`config.mk`:
```
export PLATFORM = sky130hd
export DESIGN_NAME = sram16_ctrl_flat
export DESIGN_NICKNAME = d
export VERILOG_FILES = /design/src/rtl/sram16_ctrl_if.sv /design/src/rtl/sram16_ctrl.sv /design/src/flat_wrapper.sv
export SDC_FILE = /design/constraint.sdc
export NUM_CORES = 1
export LEC_CHECK = 0
export ABC_AREA = 0
export ABC_CLOCK_PERIOD_IN_PS = 3700
export CAP_MARGIN = 40
export CORE_MARGIN = 3
export CORE_UTILIZATION = 44
export CTS_CLUSTER_DIAMETER = 100
export DETAILED_ROUTE_END_ITERATION = 10
export HOLD_SLACK_MARGIN = 0.12
export PLACE_DENSITY = 0.88
export SLEW_MARGIN = 0
export SYNTH_ARGS = -nofsm -noshare
export SYNTH_HDL_FRONTEND = slang
export SYNTH_SLANG_ARGS = --single-unit
export TNS_END_PERCENT = 1
```
`constraint.sdc`:
```
create_clock -name clk -period 3.7 [get_ports clk]
set_input_delay 0.555 -clock clk [delete_from_list [all_inputs] [get_ports clk]]
set_output_delay 0.555 -clock clk [all_outputs]
set_load 0.01 [all_outputs]
```
`src/rtl/sram16_ctrl_if.sv`:
```
// Processor memory bus between a master and the SRAM controller:
// a sel/ack handshake carrying address, write strobe, byte mask and data.
interface sram16_ctrl_if;
  logic        sel_i;
  logic [31:0] addr_i;
  logic        we_i;
  logic [3:0]  wr_mask_i;
  logic [31:0] data_i;
  logic [31:0] data_o;
  logic        ack_o;

  modport master (
    output sel_i, addr_i, we_i, wr_mask_i, data_i,
    input  data_o, ack_o
  );

  modport slave (
    input  sel_i, addr_i, we_i, wr_mask_i, data_i,
    output data_o, ack_o
  );
endinterface

```
`src/rtl/sram16_ctrl.sv`:
```
// 32-bit bus to 16-bit async SRAM bridge, low half-word first.
// Optional one-word read buffer enabled by SRAM_WORD_BUFFER_EN.
module sram16_ctrl #(
  parameter int SRAM_ADDR_WIDTH = 18,
  parameter int WAIT_CYCLES     = 2
) (
  input  logic                       clk,
  input  logic                       reset_i,
  sram16_ctrl_if.slave               bus,
  output logic [SRAM_ADDR_WIDTH-1:0] sram_addr_o,
  input  logic [15:0]                sram_dq_i,
  output logic [15:0]                sram_dq_o,
  output logic                       sram_dq_oe_o,
  output logic                       sram_ce_n_o,
  output logic                       sram_oe_n_o,
  output logic                       sram_we_n_o,
  output logic                       sram_lb_n_o,
  output logic                       sram_ub_n_o
);

  localparam int SAW = SRAM_ADDR_WIDTH;
  localparam int AW  = SAW - 1;
  localparam int CW  = 5;
  localparam logic [CW-1:0] C_STB  = CW'(WAIT_CYCLES);
  localparam logic [CW-1:0] C_HOLD = CW'(WAIT_CYCLES + 1);

  typedef enum logic [1:0] {
    S_IDLE,
    S_LO,
    S_HI,
    S_ACK
  } state_e;

  state_e        state_q, state_d;
  logic [CW-1:0] cnt_q, cnt_d;
  logic [AW-1:0] waddr_q, waddr_d;
  logic          we_q, we_d;
  logic [3:0]    mask_q, mask_d;
  logic [31:0]   wdata_q, wdata_d;
  logic [31:0]   rdata_q, rdata_d;

`ifdef SRAM_WORD_BUFFER_EN
  logic          bvld_q, bvld_d;
  logic [AW-1:0] baddr_q, baddr_d;
  logic [31:0]   bdata_q, bdata_d;
`endif

  logic unused_addr;
  assign unused_addr = ^{bus.addr_i[31:SAW+1], bus.addr_i[1:0]};

  always_ff @(posedge clk or posedge reset_i) begin
    if (reset_i) begin
      state_q <= S_IDLE;
      cnt_q   <= '0;
      waddr_q <= '0;
      we_q    <= 1'b0;
      mask_q  <= '0;
      wdata_q <= '0;
      rdata_q <= '0;
`ifdef SRAM_WORD_BUFFER_EN
      bvld_q  <= 1'b0;
      baddr_q <= '0;
      bdata_q <= '0;
`endif
    end else begin
      state_q <= state_d;
      cnt_q   <= cnt_d;
      waddr_q <= waddr_d;
      we_q    <= we_d;
      mask_q  <= mask_d;
      wdata_q <= wdata_d;
      rdata_q <= rdata_d;
`ifdef SRAM_WORD_BUFFER_EN
      bvld_q  <= bvld_d;
      baddr_q <= baddr_d;
      bdata_q <= bdata_d;
`endif
    end
  end

  always_comb begin
    state_d = state_q;
    cnt_d   = cnt_q;
    waddr_d = waddr_q;
    we_d    = we_q;
    mask_d  = mask_q;
    wdata_d = wdata_q;
    rdata_d = rdata_q;
`ifdef SRAM_WORD_BUFFER_EN
    bvld_d  = bvld_q;
    baddr_d = baddr_q;
    bdata_d = bdata_q;
`endif
    unique case (state_q)
      S_IDLE: begin
        cnt_d = '0;
        if (bus.sel_i) begin
          waddr_d = bus.addr_i[SAW:2];
          we_d    = bus.we_i;
          mask_d  = bus.wr_mask_i;
          wdata_d = bus.data_i;
          if (!bus.we_i) begin
`ifdef SRAM_WORD_BUFFER_EN
            if (bvld_q && baddr_q == bus.addr_i[SAW:2]) begin
              rdata_d = bdata_q;
              state_d = S_ACK;
            end else begin
              state_d = S_LO;
            end
`else
            state_d = S_LO;
`endif
          end else begin
`ifdef SRAM_WORD_BUFFER_EN
            bvld_d = 1'b0;
`endif
            if (bus.wr_mask_i[1:0] != 2'b00) state_d = S_LO;
            else if (bus.wr_mask_i[3:2] != 2'b00) state_d = S_HI;
            else state_d = S_ACK;
          end
        end
      end
      S_LO, S_HI: begin
        cnt_d = cnt_q + 1'b1;
        // Sample read data on the edge that closes the last strobe cycle
        if (!we_q && cnt_q == C_STB) begin
          if (state_q == S_LO) begin
            rdata_d[15:0] = sram_dq_i;
          end else begin
            rdata_d[31:16] = sram_dq_i;
`ifdef SRAM_WORD_BUFFER_EN
            bvld_d  = 1'b1;
            baddr_d = waddr_q;
            bdata_d = {sram_dq_i, rdata_q[15:0]};
`endif
          end
        end
        if (cnt_q == C_HOLD) begin
          cnt_d = '0;
          if (state_q == S_HI) state_d = S_ACK;
          else if (we_q && mask_q[3:2] == 2'b00) state_d = S_ACK;
          else state_d = S_HI;
        end
      end
      S_ACK: begin
        state_d = S_IDLE;
      end
      default: state_d = S_IDLE;
    endcase
  end

  logic phase, hi, strobe;
  assign phase  = (state_q == S_LO) || (state_q == S_HI);
  assign hi     = (state_q == S_HI);
  assign strobe = phase && cnt_q != '0 && cnt_q <= C_STB;

  assign bus.ack_o    = (state_q == S_ACK);
  assign bus.data_o   = rdata_q;
  assign sram_addr_o  = phase ? {waddr_q, hi} : '0;
  assign sram_ce_n_o  = !phase;
  assign sram_we_n_o  = !(strobe && we_q);
  assign sram_oe_n_o  = !(strobe && !we_q);
  assign sram_dq_oe_o = phase && we_q;

  always_comb begin
    sram_dq_o   = '0;
    sram_lb_n_o = 1'b1;
    sram_ub_n_o = 1'b1;
    if (phase) begin
      if (!we_q) begin
        sram_lb_n_o = 1'b0;
        sram_ub_n_o = 1'b0;
      end else if (hi) begin
        sram_dq_o   = wdata_q[31:16];
        sram_lb_n_o = ~mask_q[2];
        sram_ub_n_o = ~mask_q[3];
      end else begin
        sram_dq_o   = wdata_q[15:0];
        sram_lb_n_o = ~mask_q[0];
        sram_ub_n_o = ~mask_q[1];
      end
    end
  end

endmodule
```
`src/flat_wrapper.sv`:
```
// flat-port wrapper written by rule: the top's interface ports become plain ports
module sram16_ctrl_flat 
#(
  parameter int SRAM_ADDR_WIDTH = 18,
  parameter int WAIT_CYCLES     = 2
)
  (clk, reset_i, sram_addr_o, sram_dq_i, sram_dq_o, sram_dq_oe_o, sram_ce_n_o, sram_oe_n_o, sram_we_n_o, sram_lb_n_o, sram_ub_n_o, bus_sel_i, bus_addr_i, bus_we_i, bus_wr_mask_i, bus_data_i, bus_data_o, bus_ack_o);
  sram16_ctrl_if bus_i ();
  input  logic clk;
  input  logic reset_i;
  output logic [SRAM_ADDR_WIDTH-1:0] sram_addr_o;
  input  logic [15:0] sram_dq_i;
  output logic [15:0] sram_dq_o;
  output logic sram_dq_oe_o;
  output logic sram_ce_n_o;
  output logic sram_oe_n_o;
  output logic sram_we_n_o;
  output logic sram_lb_n_o;
  output logic sram_ub_n_o;
  input wire logic [$bits(bus_i.sel_i)-1:0] bus_sel_i;
  input wire logic [$bits(bus_i.addr_i)-1:0] bus_addr_i;
  input wire logic [$bits(bus_i.we_i)-1:0] bus_we_i;
  input wire logic [$bits(bus_i.wr_mask_i)-1:0] bus_wr_mask_i;
  input wire logic [$bits(bus_i.data_i)-1:0] bus_data_i;
  output wire logic [$bits(bus_i.data_o)-1:0] bus_data_o;
  output wire logic [$bits(bus_i.ack_o)-1:0] bus_ack_o;
  assign bus_i.sel_i = bus_sel_i;
  assign bus_i.addr_i = bus_addr_i;
  assign bus_i.we_i = bus_we_i;
  assign bus_i.wr_mask_i = bus_wr_mask_i;
  assign bus_i.data_i = bus_data_i;
  assign bus_data_o = bus_i.data_o;
  assign bus_ack_o = bus_i.ack_o;
  sram16_ctrl #(.SRAM_ADDR_WIDTH(SRAM_ADDR_WIDTH), .WAIT_CYCLES(WAIT_CYCLES)) u_core (.clk(clk), .reset_i(reset_i), .bus(bus_i), .sram_addr_o(sram_addr_o), .sram_dq_i(sram_dq_i), .sram_dq_o(sram_dq_o), .sram_dq_oe_o(sram_dq_oe_o), .sram_ce_n_o(sram_ce_n_o), .sram_oe_n_o(sram_oe_n_o), .sram_we_n_o(sram_we_n_o), .sram_lb_n_o(sram_lb_n_o), .sram_ub_n_o(sram_ub_n_o));
endmodule
```
**After elaboration in Yosys (flattened, before gate mapping)**

Index checks and enable logic that the tools add are counted.

- Register bits after elaboration: 93
- Output and inout port bits: 73

- $add $sub $neg: 1
- Order comparisons: 1
- Equality and inequality tests: 7
- Mux-type cells: 20
- Bitwise operators: 5
- Reduce and logical (&&, ||, !) cells: 23

Operators by type and width:

| kind | count |
|---|---|
| two-way mux 16 bit | 3 |
| two-way mux 18 bit | 1 |
| == test 5 x 2 -> 1 bit (second input constant) | 2 |
| two-way mux 2 bit | 5 |
| case mux 5 bit (2 select lines) | 1 |
| two-way mux 1 bit | 8 |
| logical AND 1 bit | 7 |
| case mux 2 bit (3 select lines) | 1 |
| AND reduction 3 bit | 2 |
| nonzero test 2 bit | 3 |
| adder 5 x 1 -> 5 bit (second input constant) | 1 |
| less-or-equal comparator 5 x 2 -> 1 bit (second input constant) | 1 |
| two-way mux 5 bit | 1 |
| NOT 1 bit | 5 |
| nonzero test 5 bit | 1 |
| == test 2 bit (second input constant) | 2 |
| zero test 1 bit | 4 |
| zero test 2 bit | 2 |
| AND reduction 2 bit | 2 |
| == test 2 x 1 -> 1 bit (second input constant) | 1 |
| != test 2 x 1 -> 1 bit (second input constant) | 1 |
| != test 2 bit (second input constant) | 1 |
| OR reduction 2 bit | 1 |
| logical OR 1 bit | 1 |

**Longest topological paths before layout**

- Word-level depth: 6
- Gate-level depth with buffers: 6

**Worst setup path after synthesis**

Ideal clock, no wire load.

- Path kind: reg2out
- Start point: register u_core.state_q[0]
- End point: output sram_dq_o[0]
- Arrival time: 1.798 ns
- Data required time: 3.145 ns
- Slack: 1.347 ns
- Cell stages (with the launch flop): 7
- Path buffers: 2
- Path through: dfrtp_1 > inv_1 > ha_1 > clkbuf_1 > buf_2 > mux2i_1 > nor2_1

- Cells in the longest elaborated chain, start to end: 4

Ends and longest elaborated chain:

| element | line | source |
|---|---|---|
| start: declaration | sram16_ctrl.sv:34 | `state_e state_q, state_d;` |
| start signal: assignment | sram16_ctrl.sv:66 | `state_q <= state_d;` |
| == test 2 bit | sram16_ctrl.sv:153, sram16_ctrl.sv:154 |  |
| two-way mux 16 bit | sram16_ctrl.sv:173 | `end else if (hi) begin` |
| two-way mux 16 bit | sram16_ctrl.sv:170 | `if (!we_q) begin` |
| two-way mux 16 bit * | sram16_ctrl.sv:169 | `if (phase) begin` |
| end: declaration | flat_wrapper.sv:13 | `output logic [15:0] sram_dq_o;` |

Mark *: on every way between the ends. The rest lies on a longest branch, timed or not.

**Final worst setup path**

- Start point: register u_core.state_q[0]
- End point: output sram_we_n_o

- Cells in the longest elaborated chain, start to end: 6

Ends and longest elaborated chain:

| element | line | source |
|---|---|---|
| == test 2 x 1 -> 1 bit or == test 2 bit (tied branches) | sram16_ctrl.sv:153 | `assign phase = (state_q == S_LO) \|\| (state_q == S_HI);` |
| logical OR 1 bit * | sram16_ctrl.sv:153 |  |
| logical AND 1 bit * (2 in series) | sram16_ctrl.sv:155 | `assign strobe = phase && cnt_q != '0 && cnt_q <= C_STB;` |
| logical AND 1 bit * | sram16_ctrl.sv:161 | `assign sram_we_n_o = !(strobe && we_q);` |
| zero test 1 bit * | sram16_ctrl.sv:161 |  |
| end: declaration | flat_wrapper.sv:17 | `output logic sram_we_n_o;` |

Marks and branches as above.

==> flow_summary.toml <==
[setup_path]
cp-end-kind = "output port"
path_cells = "inv_1 > ha_1 > nand2_1 > inv_1 > nand2_1 > clkdlybuf4s50_1"
cp.arrival_ns = 2.43
crit_fanout = 17
crit_path_start_kind = "register"
cp.required_ns = 3.14
worstSetupPathType = "reg -> out"
crit_slowest_cell = "clkdlybuf4s50_1"
max_stage_delay_ns = 0.53

[clocking]
clk_path_buf_depth = 2
root_buffer = "clkbuf_8"
cts_hold_buf = 0
path_clk_slew_ns = 0.09
cts_tree = "yes"
ctsHtreeMaxLevel = 3
cts_setup_buffers = 0
cts.sinks = 93
clk_latency_ns = 0.35
post_cts_resized = 0
cts_buffers = 9

[place]
dp_hpwl_um = 6840
gp_congestion = 0.743
dp_cells = 573
io_buffers = 145

[routing]
ant_nets = 0
drtIter0Drc = 70
dr.pass1.iters = 4
wire_per_inst_um = 16.0
wirelength_um = 9400
vias = 2871
vias_per_cell = 4.87
drc = 0

[grt]
met1_usage = 0.213
grt_pass1_wl_um = 15200
grt_use_met2 = 0.306
grt_util_all_layers = 0.177
antenna_found_initial = 0
met3_usage = 0.0602
grt_max_degree = 94
grt_pass1_vias = 3054
grt-ovfl-total = 0
busiest_layer = "met2"

[timing]
setup_tns_ns = 0
setup_violations = 0
finalCritPeriodShare = 0.806
fmax_mhz = 335
hold_viol = 0
min_period_ns = 2.98
rsz0062_at_grt = "no"
tightest_slew_ns = 0.620
finClkSkew_ns = 0.00885
slew_headroom = 0.586
slew_viol_final = 0

[yosys]
synthArstFlopShare = 1.00
yosysMostFrequentCell = "dfrtp_1"
synth-main-ff-cell = "dfrtp_1"
ys_ff_latch = 93
synth_edf_count = 0
yosys_warnings = 0
synth_area_um2 = 4220
synth.distinct_cells = 27
syn_nets = 405
netlist.area_leader.share = 0.552
ys_top_cells_by_area = "dfrtp_1 55%, mux2_2 18%, mux2_4 7.1%, mux2i_1 5.2%, ha_1 3.0%"
synthCells = 307
synth_area_leader_cell = "dfrtp_1"
syn_avg_cell_area_um2 = 13.7
ys_seq_area_frac = 0.552
synthTopCellsByCount = "93 x dfrtp_1, 66 x mux2_2, 22 x mux2i_1"

[cells_and_area]
layout.cells.non_filler = 589
drive_gt1_frac = 0.243
area_growth_pct = 42.1
finalNetCount = 553
nFillCells = 722
diodes = 0

[floorplan]
rows = 35
core_um2 = 9280
die_x_um = 104
die_y_um = 104
start_util = 0.454
pin_count = 161
fp.dieArea_um2 = 10800

[hold_path]
hold_class = "reg -> reg"

[power_and_ir_drop]
power.total_w = 0.00508
vdd_ir_drop_max_mv = 0.414
p_clk_frac = 0.120
power.leakage_nw = 2.60
switching_share = 0.337
p_int_w = 0.00337
comb_power_share = 0.526
p_per_area_nw_per_um2 = 848
pwr-share-seq = 0.354
p_sw_w = 0.00171

[status]
status = "finished, final reports clean"

[run]
cap_violations = 0
## worst paths after layout
kind | startpoint | endpoint | slack (ns) | depth (start not counted)
hold reg to reg | u_core.waddr_q[2] | u_core.waddr_q[2] | 0.50 | 1
min in group asynchronous | reset_i | u_core.waddr_q[9] | 0.63 | 3
setup reg to reg | u_core.state_q[0] | u_core.wdata_q[7] | 1.63 | 5
setup / recovery | u_core.state_q[0] | sram_we_n_o | 0.72 | 6
hold / removal | u_core.waddr_q[2] | u_core.waddr_q[2] | 0.50 | 1
max in group asynchronous | reset_i | u_core.waddr_q[5] | 2.72 | 3
## final cells by class
class                           count  area, um^2  share of cell area
Clock buffer                       10         128              0.0213
Clock inverter                      6        47.5             0.00793
Inverter                            8        31.3             0.00522
Multi-Input combinational cell    193        1800               0.300
Sequential cell                    93        2330               0.388
Tap cell                          129         161              0.0269
Timing Repair Buffer              150        1500               0.251
## sequential cells by signal, summed over array words and instances (netlist names)
name	cells
u_core.bus.data_o	32
u_core.mask_q	4
u_core.state_q	2
u_core.cnt_q	5
u_core.we_q	1
u_core.waddr_q	17
u_core.wdata_q	32
## placed cells by master, fill, tap and decap left out, types with 3 or more instances in the layout
cell,synthesis,layout
buf_4,0,4
a21oi_1,5,5
clkdlybuf4s50_1,0,145
nand2_1,12,11
mux2_2,66,66
dfrtp_1,93,93
mux2_4,20,20
mux2i_1,22,22
clkbuf_8,0,9
nor2_1,21,21
ha_1,10,10
o21ai_0,3,3
inv_1,8,7
and2_1,17,17
## routing by layer
metal  wire (um)  part of all wire  vias to the layer above
met5           0                 0                        -
li1            -                 -                     1350
met4          82            0.0087                        0
met1        3880              0.41                     1412
met3         715             0.076                        6
met2        4720              0.50                      103
## metrics by stage
stage	hold WS, ns	setup WS (ns)	util	cell area, um^2
CTS	0.505	0.672	0.646	5990
detailed placement	0.485	1.07	0.627	5820
floorplan	0.471	0.725	-	4220
global route	0.522	0.557	0.646	5990
global placement	0.480	1.10	0.627	5820
finish	0.503	0.719	0.646	5990
## power by group through the flow
stage / sequential [W] / combinational (W) / clock [W]
2_1_floorplan: 0.00183 / 0.00139 / 0
3_3_place_gp: 0.00177 / 0.00263 / 0
3_5_place_dp: 0.00182 / 0.00270 / 0
4_1_cts: 0.00180 / 0.00272 / 0.000637
5_1_grt: 0.00187 / 0.00288 / 0.000678
6_report: 0.00180 / 0.00267 / 0.000612
## worst max-delay path: cells and delay by family, from the launching register on
kind / cells / cell delay [ns]
and+or+nand+nor: 2 / 0.57
adders and majority gates: 1 / 0.34
buffers and inverters: 3 / 0.77
DFF: 1 / 0.41
## cells by family (layout without fill, tap and decap cells)
kind of cell | after synthesis | after routing | share of synthesized area
compound gates | 12 | 12 | 0.0163
mux | 108 | 108 | 0.300
fa+ha+maj | 10 | 10 | 0.0297
simple gates | 63 | 63 | 0.0798
flops | 93 | 93 | 0.552
buf+inv | 21 | 174 | 0.0225
Note: power is estimated with default switching activity, not from simulation.
